[src/rtl/thor2023_thread_sched.sv]
// thor2023_thread_sched: round-robin scheduler for NTHREADS hardware threads.
// A thread is eligible when it is neither sleeping nor waiting on an I$ miss;
// the grant is the first eligible thread at or above the rotating pointer.
// Optional feature: define THOR2023_TSCHED_IMISS_TIMEOUT_EN to add per-thread
// I$-miss timeout counters that release a stuck miss after IMISS_MAX cycles.
module thor2023_thread_sched #(
    parameter int NTHREADS  = 4,
    parameter int IMISS_MAX = 31
) (
    input  logic                        clk,
    input  logic                        rst_n,
    input  logic [NTHREADS-1:0]         sleep_i,
    input  logic [NTHREADS-1:0]         wake_i,
    input  logic                        imiss_i,
    input  logic [$clog2(NTHREADS)-1:0] imiss_tid_i,
    input  logic                        imiss_done_i,
    input  logic [$clog2(NTHREADS)-1:0] imiss_done_tid_i,
    input  logic                        fetch_rdy_i,
    output logic [$clog2(NTHREADS)-1:0] tid_o,
    output logic                        tid_v_o,
    output logic [NTHREADS-1:0]         eligible_o,
    output logic                        idle_o
);
    localparam int TW = $clog2(NTHREADS);
    // Only thread 0 comes out of reset awake.
    localparam logic [NTHREADS-1:0] SLEEP_RST = ~NTHREADS'(1);

    logic [NTHREADS-1:0] sleep_q, sleep_d;
    logic [NTHREADS-1:0] miss_q, miss_d;
    logic [TW-1:0]       ptr_q, ptr_d;
    logic [NTHREADS-1:0] elig;
    logic [TW-1:0]       grant;
    logic                grant_v;
`ifdef THOR2023_TSCHED_IMISS_TIMEOUT_EN
    logic [4:0]          cnt_q [NTHREADS];
    logic [4:0]          cnt_d [NTHREADS];
`endif

    assign elig       = ~sleep_q & ~miss_q;
    assign tid_o      = grant;
    assign tid_v_o    = grant_v;
    assign eligible_o = elig;
    assign idle_o     = &sleep_q;

    // Rotating-priority search: first eligible thread from ptr upward, wrapping; ptr when none.
    always_comb begin
        int unsigned   idx;
        logic [TW-1:0] idx_tw;
        idx     = 0;
        idx_tw  = '0;
        grant   = ptr_q;
        grant_v = 1'b0;
        for (int unsigned off = 0; off < NTHREADS; off++) begin
            idx = 32'(ptr_q) + off;
            if (idx >= NTHREADS) begin
                idx = idx - NTHREADS;
            end
            idx_tw = TW'(idx);
            if (!grant_v && elig[idx_tw]) begin
                grant_v = 1'b1;
                grant   = idx_tw;
            end
        end
    end

    // Pointer moves past the granted thread only when fetch accepts it.
    always_comb begin
        ptr_d = ptr_q;
        if (fetch_rdy_i && grant_v) begin
            ptr_d = (grant == TW'(NTHREADS - 1)) ? '0 : grant + 1'b1;
        end
    end

    // Sleep/wake: wake has priority over a simultaneous sleep.
    always_comb begin
        sleep_d = (sleep_q | sleep_i) & ~wake_i;
    end

    // Miss tracking; priority is new miss, then refill done, then timeout expiry.
    // Matching ids against each loop index makes out-of-range ids fall through.
    always_comb begin
        miss_d = miss_q;
        for (int unsigned t = 0; t < NTHREADS; t++) begin
`ifdef THOR2023_TSCHED_IMISS_TIMEOUT_EN
            cnt_d[t] = cnt_q[t];
            if (miss_q[t]) begin
                if (cnt_q[t] == '0) begin
                    miss_d[t] = 1'b0;
                end else begin
                    cnt_d[t] = cnt_q[t] - 5'd1;
                end
            end
`endif
            if (imiss_done_i && (imiss_done_tid_i == TW'(t))) begin
                miss_d[t] = 1'b0;
`ifdef THOR2023_TSCHED_IMISS_TIMEOUT_EN
                cnt_d[t]  = '0;
`endif
            end
            if (imiss_i && (imiss_tid_i == TW'(t))) begin
                miss_d[t] = 1'b1;
`ifdef THOR2023_TSCHED_IMISS_TIMEOUT_EN
                cnt_d[t]  = 5'(IMISS_MAX);
`endif
            end
        end
    end

    // State registers; synchronous reset overrides every concurrent event.
    always_ff @(posedge clk) begin
        if (!rst_n) begin
            sleep_q <= SLEEP_RST;
            miss_q  <= '0;
            ptr_q   <= '0;
`ifdef THOR2023_TSCHED_IMISS_TIMEOUT_EN
            for (int unsigned t = 0; t < NTHREADS; t++) begin
                cnt_q[t] <= '0;
            end
`endif
        end else begin
            sleep_q <= sleep_d;
            miss_q  <= miss_d;
            ptr_q   <= ptr_d;
`ifdef THOR2023_TSCHED_IMISS_TIMEOUT_EN
            for (int unsigned t = 0; t < NTHREADS; t++) begin
                cnt_q[t] <= cnt_d[t];
            end
`endif
        end
    end
endmodule

[config.mk]
export PLATFORM = sky130hd
export DESIGN_NAME = thor2023_thread_sched
export DESIGN_NICKNAME = d
export VERILOG_FILES = /design/src/rtl/thor2023_thread_sched.sv
export SDC_FILE = /design/constraint.sdc
export NUM_CORES = 1
export LEC_CHECK = 0
export CAP_MARGIN = 10
export CORE_MARGIN = 10
export CORE_UTILIZATION = 41
export DETAILED_ROUTE_END_ITERATION = 7
export HOLD_SLACK_MARGIN = 0.12
export PLACE_DENSITY_LB_ADDON = 0.08
export SETUP_SLACK_MARGIN = 0.1
export SLEW_MARGIN = 10
export SYNTH_ARGS = -nofsm -noshare
export SYNTH_HDL_FRONTEND = slang
export SYNTH_SLANG_ARGS = --single-unit
[constraint.sdc]
create_clock -name clk -period 2.65 [get_ports clk]
set_input_delay 0.3975 -clock clk [delete_from_list [all_inputs] [get_ports clk]]
set_output_delay 0.3975 -clock clk [all_outputs]
set_load 0.02 [all_outputs]
Yosys cells after proc, flatten, opt, wreduce, memory -nomap -nowiden
Cells that the tools add are included.
- output and inout port bits: 8
- register bits: 10
- equality and inequality tests: 7
- bitwise operators: 6
- add/subtract/negate cells: 8
- reduce and logical (&&, ||, !) cells: 22
- magnitude comparators: 8
- mux-type cells: 29
- operators with widths (cell ; number):
    $mux 2 ; 9
    $mux 1 ; 16
    $logic_and 1x1->1 ; 12
    $lt 2x3->1 const B ; 4
    $not 4->4 ; 3
    $eq 2x2->1 const B ; 5
    $ge 3x3->1 const B ; 3
    $and 4x4->4 ; 2
    $bmux 1 s2 ; 4
    $reduce_bool 2->1 ; 4
    $sub 2x1->2 const B ; 4
    $add 2x2->3 const B ; 2
    $eq 2x1->1 const B ; 2
    $logic_not 2->1 ; 2
    $or 4x4->4 ; 1
    $reduce_and 4->1 ; 1
    $add 2x1->3 const B ; 1
    $ge 2x3->1 const B ; 1
    $logic_not 1->1 ; 3
    $add 2x1->2 const B ; 1

Depth between registers and ports, before layout
- word-level depth: 16
- gate-level depth with buffers: 7
- gate-level depth less buffers: 7

Least setup slack after synthesis
No wires, ideal clock.
- path kind: register -> register
- from: register miss_q[3]
- to: register ptr_q[1]
- setup time: 0.114 ns
- slack: 0.469 ns
- arrival time: 2.067 ns
- cell stages (with the launch flop): 7
- data required time: 2.536 ns
- clock period less this slack: 2.181 ns
- cell sequence: dfxtp_1 > nor2_4 > o22ai_1 > a222oi_1 > ha_1 > mux2i_1 > nor2_1
- word-level cells in the longest chain between the ends: 16
- elaborated cells on any way between the ends: 28
- classes of those cells: 1 x add/sub; 1 x eq/ne; 17 x mux; 2 x bitwise; 7 x reduce/logical
- ends and longest elaborated chain (item ; RTL line ; RTL):
    from (decl) ; 29 ; logic [NTHREADS-1:0] miss_q, miss_d;
    from (signal assigned) ; 122 ; miss_q <= miss_d;
    $not 4->4 * ; 39 ; assign elig = ~sleep_q & ~miss_q;
    $and 4x4->4 * ; 39 ;
    named net eligible_o[3] ; 21 ; output logic [NTHREADS-1:0] eligible_o,
    $bmux 1 s2 ; 59 ; if (!grant_v && elig[idx_tw]) begin
    $mux 1 (implied by the code) ; 59 ;
    $mux 1 ; 59 ;
    $logic_not 1->1 ; 59 ;
    $logic_and 1x1->1 ; 59 ;
    [2 not listed] ; -- ;
    $logic_and 1x1->1 ; 59 ;
    $mux 1 ; 59 ;
    $logic_not 1->1 ; 59 ;
    $logic_and 1x1->1 ; 59 ;
    $mux 2 * ; 59 ;
    named net tid_o[0] ; 19 ; output logic [$clog2(NTHREADS)-1:0] tid_o,
    $add 2x1->2 or $eq 2x2->1 (tied branches) ; 70 ; ptr_d = (grant == TW'(NTHREADS - 1)) ? '0 : grant + 1'b1;
    $mux 2 * ; 70 ;
    to (signal assigned) ; 123 ; ptr_q <= ptr_d;
    to (decl) ; 30 ; logic [TW-1:0] ptr_q, ptr_d;
The timed path passes the listed nets; every way through them passes the cells marked *. The select of a mux whose other input is x is not followed.
A chain may end at the register's enable or synchronous reset.

Worst setup path in the final report
- from: register sleep_q[3]
- to: output port tid_o[1]
- word-level cells in the longest chain between the ends: 14
- elaborated cells on any way between the ends: 23
- classes of those cells: 15 x mux; 2 x bitwise; 6 x reduce/logical
- ends and longest elaborated chain (item ; RTL line ; RTL):
    from (decl) ; 28 ; logic [NTHREADS-1:0] sleep_q, sleep_d;
    from (signal assigned) ; 121 ; sleep_q <= sleep_d;
    $not 4->4 * ; 39 ;
    $and 4x4->4 * ; 39 ;
    $bmux 1 s2 ; 59 ;
    $mux 1 (implied by the code) ; 59 ;
    $mux 1 ; 59 ;
    $logic_not 1->1 ; 59 ;
    $logic_and 1x1->1 ; 59 ;
    $mux 1 ; 59 ;
    $logic_not 1->1 ; 59 ;
    $logic_and 1x1->1 ; 59 ;
    $mux 1 ; 59 ;
    $logic_not 1->1 ; 59 ;
    $logic_and 1x1->1 ; 59 ;
    $mux 2 * ; 59 ;
    to (decl) ; 19 ;
Mark *: on every way between the ends. The rest lies on a longest branch, timed or not. The select of a mux whose other input is x is not followed.

==> impl_summary.txt <==
----------------------------------------------------
[Placement]
  HPWL after detailed placement ... 1280 um
  Post-place setup slack ... approximately 0.34 ns
  Placed Area ... roughly 800 um^2
  Last weighted congestion value of the routability-driven placer ... 0.804
  Port-buffer cells ... 24

[Synthesis]
  Top-count cell post-synth ... dfxtp_1
  Post-synthesis cell area ... roughly 530 um^2
  Gate count of the mapped netlist ... 61
  Count of flip-flops with a built-in enable after synthesis ... 0
  Most used standard cells in the synthesized netlist ... 10 x dfxtp_1, 9 x nor2_1, 5 x o21ai_1
  Primary FF master, synth ... dfxtp_1
  Dominant cell type by area after synthesis ... dfxtp_1
  Count of cell types in the netlist ... 27
  Share of the synthesized area in the top cell type ... around 37%
  Cell types with the largest area share after synthesis ... dfxtp_1 37%, nor2_1 6.3%, o41ai_4 5.2%
  Mean post-synth cell area ... a little under 9 um^2
  Share of the yosys chip area belonging to registers ... between 30% and 40%
  Share of synthesized registers carrying an async set or reset ... 0%
  Net count of the mapped netlist ... a little under 80
  Number of warnings printed during yosys synthesis ... 0
  Synthesis-stage register bit count ... 10

[Timing]
  Max-slew headroom ... between 60% and 70%
  Pins over their slew limit ... 0
  Maximum clock skew at final layout ... between 0.009 and 0.01 ns
  Final clock period utilization by the worst path ... 91.1%
  Sum of negative setup slack ... 0 ns
  Worst-Margin Slew ... a little under 0.5 ns
  Timing-limited maximum frequency ... 0.414 GHz
  Final Hold Violating Endpoints ... 0
  Setup repair after global routing missed its margin ... no
  Final setup margin ... 0.236 ns
  Minimum clock period ... 2.41 ns
  Total setup violations reported at the end of the flow ... 0

[Die]
  Floorplan die width ... approximately 56 um
  Initial Utilization ... between 40% and 50%
  Number of I/O pins ... 25
  Overall die area ... roughly 0.0031 mm^2
  Core Footprint ... about 0.0012 mm^2
  Cell Rows ... 12
  DIE HEIGHT ... roughly 56 um

[Worst hold path]
  Hold crit path type ... flip-flop to flip-flop
  Worst hold path cell count ... 2
  Worst min-delay path startpoint ... sleep_q[0]$_SDFF_PN0_

[Detailed routing]
  First-pass iteration count of the detailed router ... 5
  Routed vias ... between 600 and 700
  Number of vias per cell ... slightly below 6
  Final Routed Wirelength ... between 1500 and 2000 um
  Antenna-violating nets left ... 0
  Number of DRC markers in iteration 0 ... 47
  Count of unresolved DRC violations after routing ... 0
  Detailed-route wire length per cell ... between 15 and 20 um

[CTS]
  Number of buffers between clock root and the deepest sink ... 2
  Later-pin clock latency in the skew report ... ~0.27 ns
  TritonCTS clock tree ... built
  Clk root buf ... clkbuf_4
  Number of sinks on the clock net ... 10
  Number of post-CTS setup repair buffers ... 0
  Clock transition time at the flip-flop clock pins of the worst setup and hold paths ... around 0.08 ns
  Total clock buffers created by CTS ... 3
  H-Tree Depth ... 1

[Finish]
  # nets final ... about 110
  Final design area excluding fillers ... roughly 830 um^2
  Total inserted antenna cells ... 0
  Post-route core utilization ... a little over two thirds
  Area of the multi-input gates ... between 300 and 400 um^2
  Number of fill cells ... 93
  Area growth, synth to finish ... 55.3%
  Proportion of layout cells with a drive suffix above 1 ... roughly 12%
  Area used by sequential logic in the layout ... approximately 200 um^2

[Worst setup path]
  Worst Path Class, Setup ... flip-flop to primary output
  Data required time of the worst path ... 2.25 ns
  Worst path arrival time ... about 2.0 ns
  Kind of end point of the critical path ... primary output
  R2r worst-path depth ... 6
  Source of the critical timing path ... sleep_q[3]$_SDFF_PN1_
  Worst r2r src ... sleep_q[3]$_SDFF_PN1_
  Type of origin of the critical path ... flip-flop
  CP max FO ... 9

[Power and ir drop]
  VDD IR-drop max ... 0.000369 V
  Static leakage power ... 0.316 nW
  Total Power Consumption ... approximately 0.00044 W
  Pwr per Cell Area ... ~530 mW/mm^2

[GRT]
  Number of global-route vias before repair ... roughly 560
  Global-route wire length before repair ... between 2000 and 3000 um
  Pin count of the biggest net entering global routing ... 10
  Number of antenna violations at the first check in global routing ... 0
  Total congestion overflow ... 0
  Global Route Usage Sum ... around a tenth

[Status]
  Status ... finished clean

[Run]
  Count of maximum capacitance violations ... 0

----------------------------------------------------
-- placed cells by master, fill, tap and decap left out, types with 2 or more instances in the layout --
master,synthesis,routed
a21oi_1,2,2
a32oi_1,2,2
clkbuf_4,0,3
clkdlybuf4s50_1,0,23
dfxtp_1,10,10
inv_1,3,3
inv_2,2,2
nand3_1,2,2
nand3b_1,2,2
nor2_1,9,8
nor2_4,2,2
nor3_1,4,4
nor3b_1,2,2
o21ai_0,2,2
o21ai_1,5,5
-- metal layers --
metal,vias up,wire length [um],track usage [%]
li1,285,-,-
met1,277,679,9.57
met2,38,736,15.3
met3,12,177,6.61
met4,0,52,4.44
met5,-,0,0
-- worst max-delay path: stages (launching register included) --
cell             delay, ns
dfxtp_1               0.37
nor2_4                0.23
nor3_1                0.08
o21a_1                0.17
o21ai_1               0.22
clkdlybuf4s50_1       0.66
-- power by group --
part	internal (W)	total, W	switching (W)
Combinational	0.0000633	0.000121	0.0000578
Clock	0.0000835	0.000143	0.0000591
Sequential	0.000161	0.000176	0.0000148
-- stage by stage --
| stage | instances | hold WS (ns) |
|---|---|---|
| after floorplan | 61 | 0.458 |
| after global placement | 99 | 0.485 |
| after detailed placement | 99 | 0.496 |
| after CTS | 103 | 0.515 |
| after global routing | 103 | 0.536 |
| final | 103 | 0.511 |
-- state kept, by name, summed over array words and instances (netlist names) --
register / count
ptr_q: 2
sleep_q: 4
miss_q: 4
-- cell type report --
type / count / area share [%]
multi-input cells: 46 / 38.3
well taps: 14 / 2.11
clock buffers: 4 / 4.37
flip-flops and latches: 10 / 24.1
repair buffers: 24 / 28.8
inverters: 5 / 2.26
-- timing repair --
action,CTS,global route
hold buffers,0,0
pin swaps,0,0
gates resized for setup,1,1
setup endpoints to repair,1,1
-- path summary, 6_finish.rpt --
kind,endpoint,slack [ns]
min reg2reg,sleep_q[0]$_SDFF_PN0_,0.51
max reg2reg,ptr_q[1]$_SDFFE_PN0P_,0.76
min,sleep_q[0]$_SDFF_PN0_,0.51
max,tid_o[1],0.24
-- logic make-up after synthesis --
family	share of synthesized area, %
and+or+nand+nor	28.8
muxes	1.87
buffers and inverters	3.51
AOI/OAI and AO/OA	26.0
DFF	37.5
adders and majority gates	2.34
No activity file was read; power rests on OpenSTA's default activity.
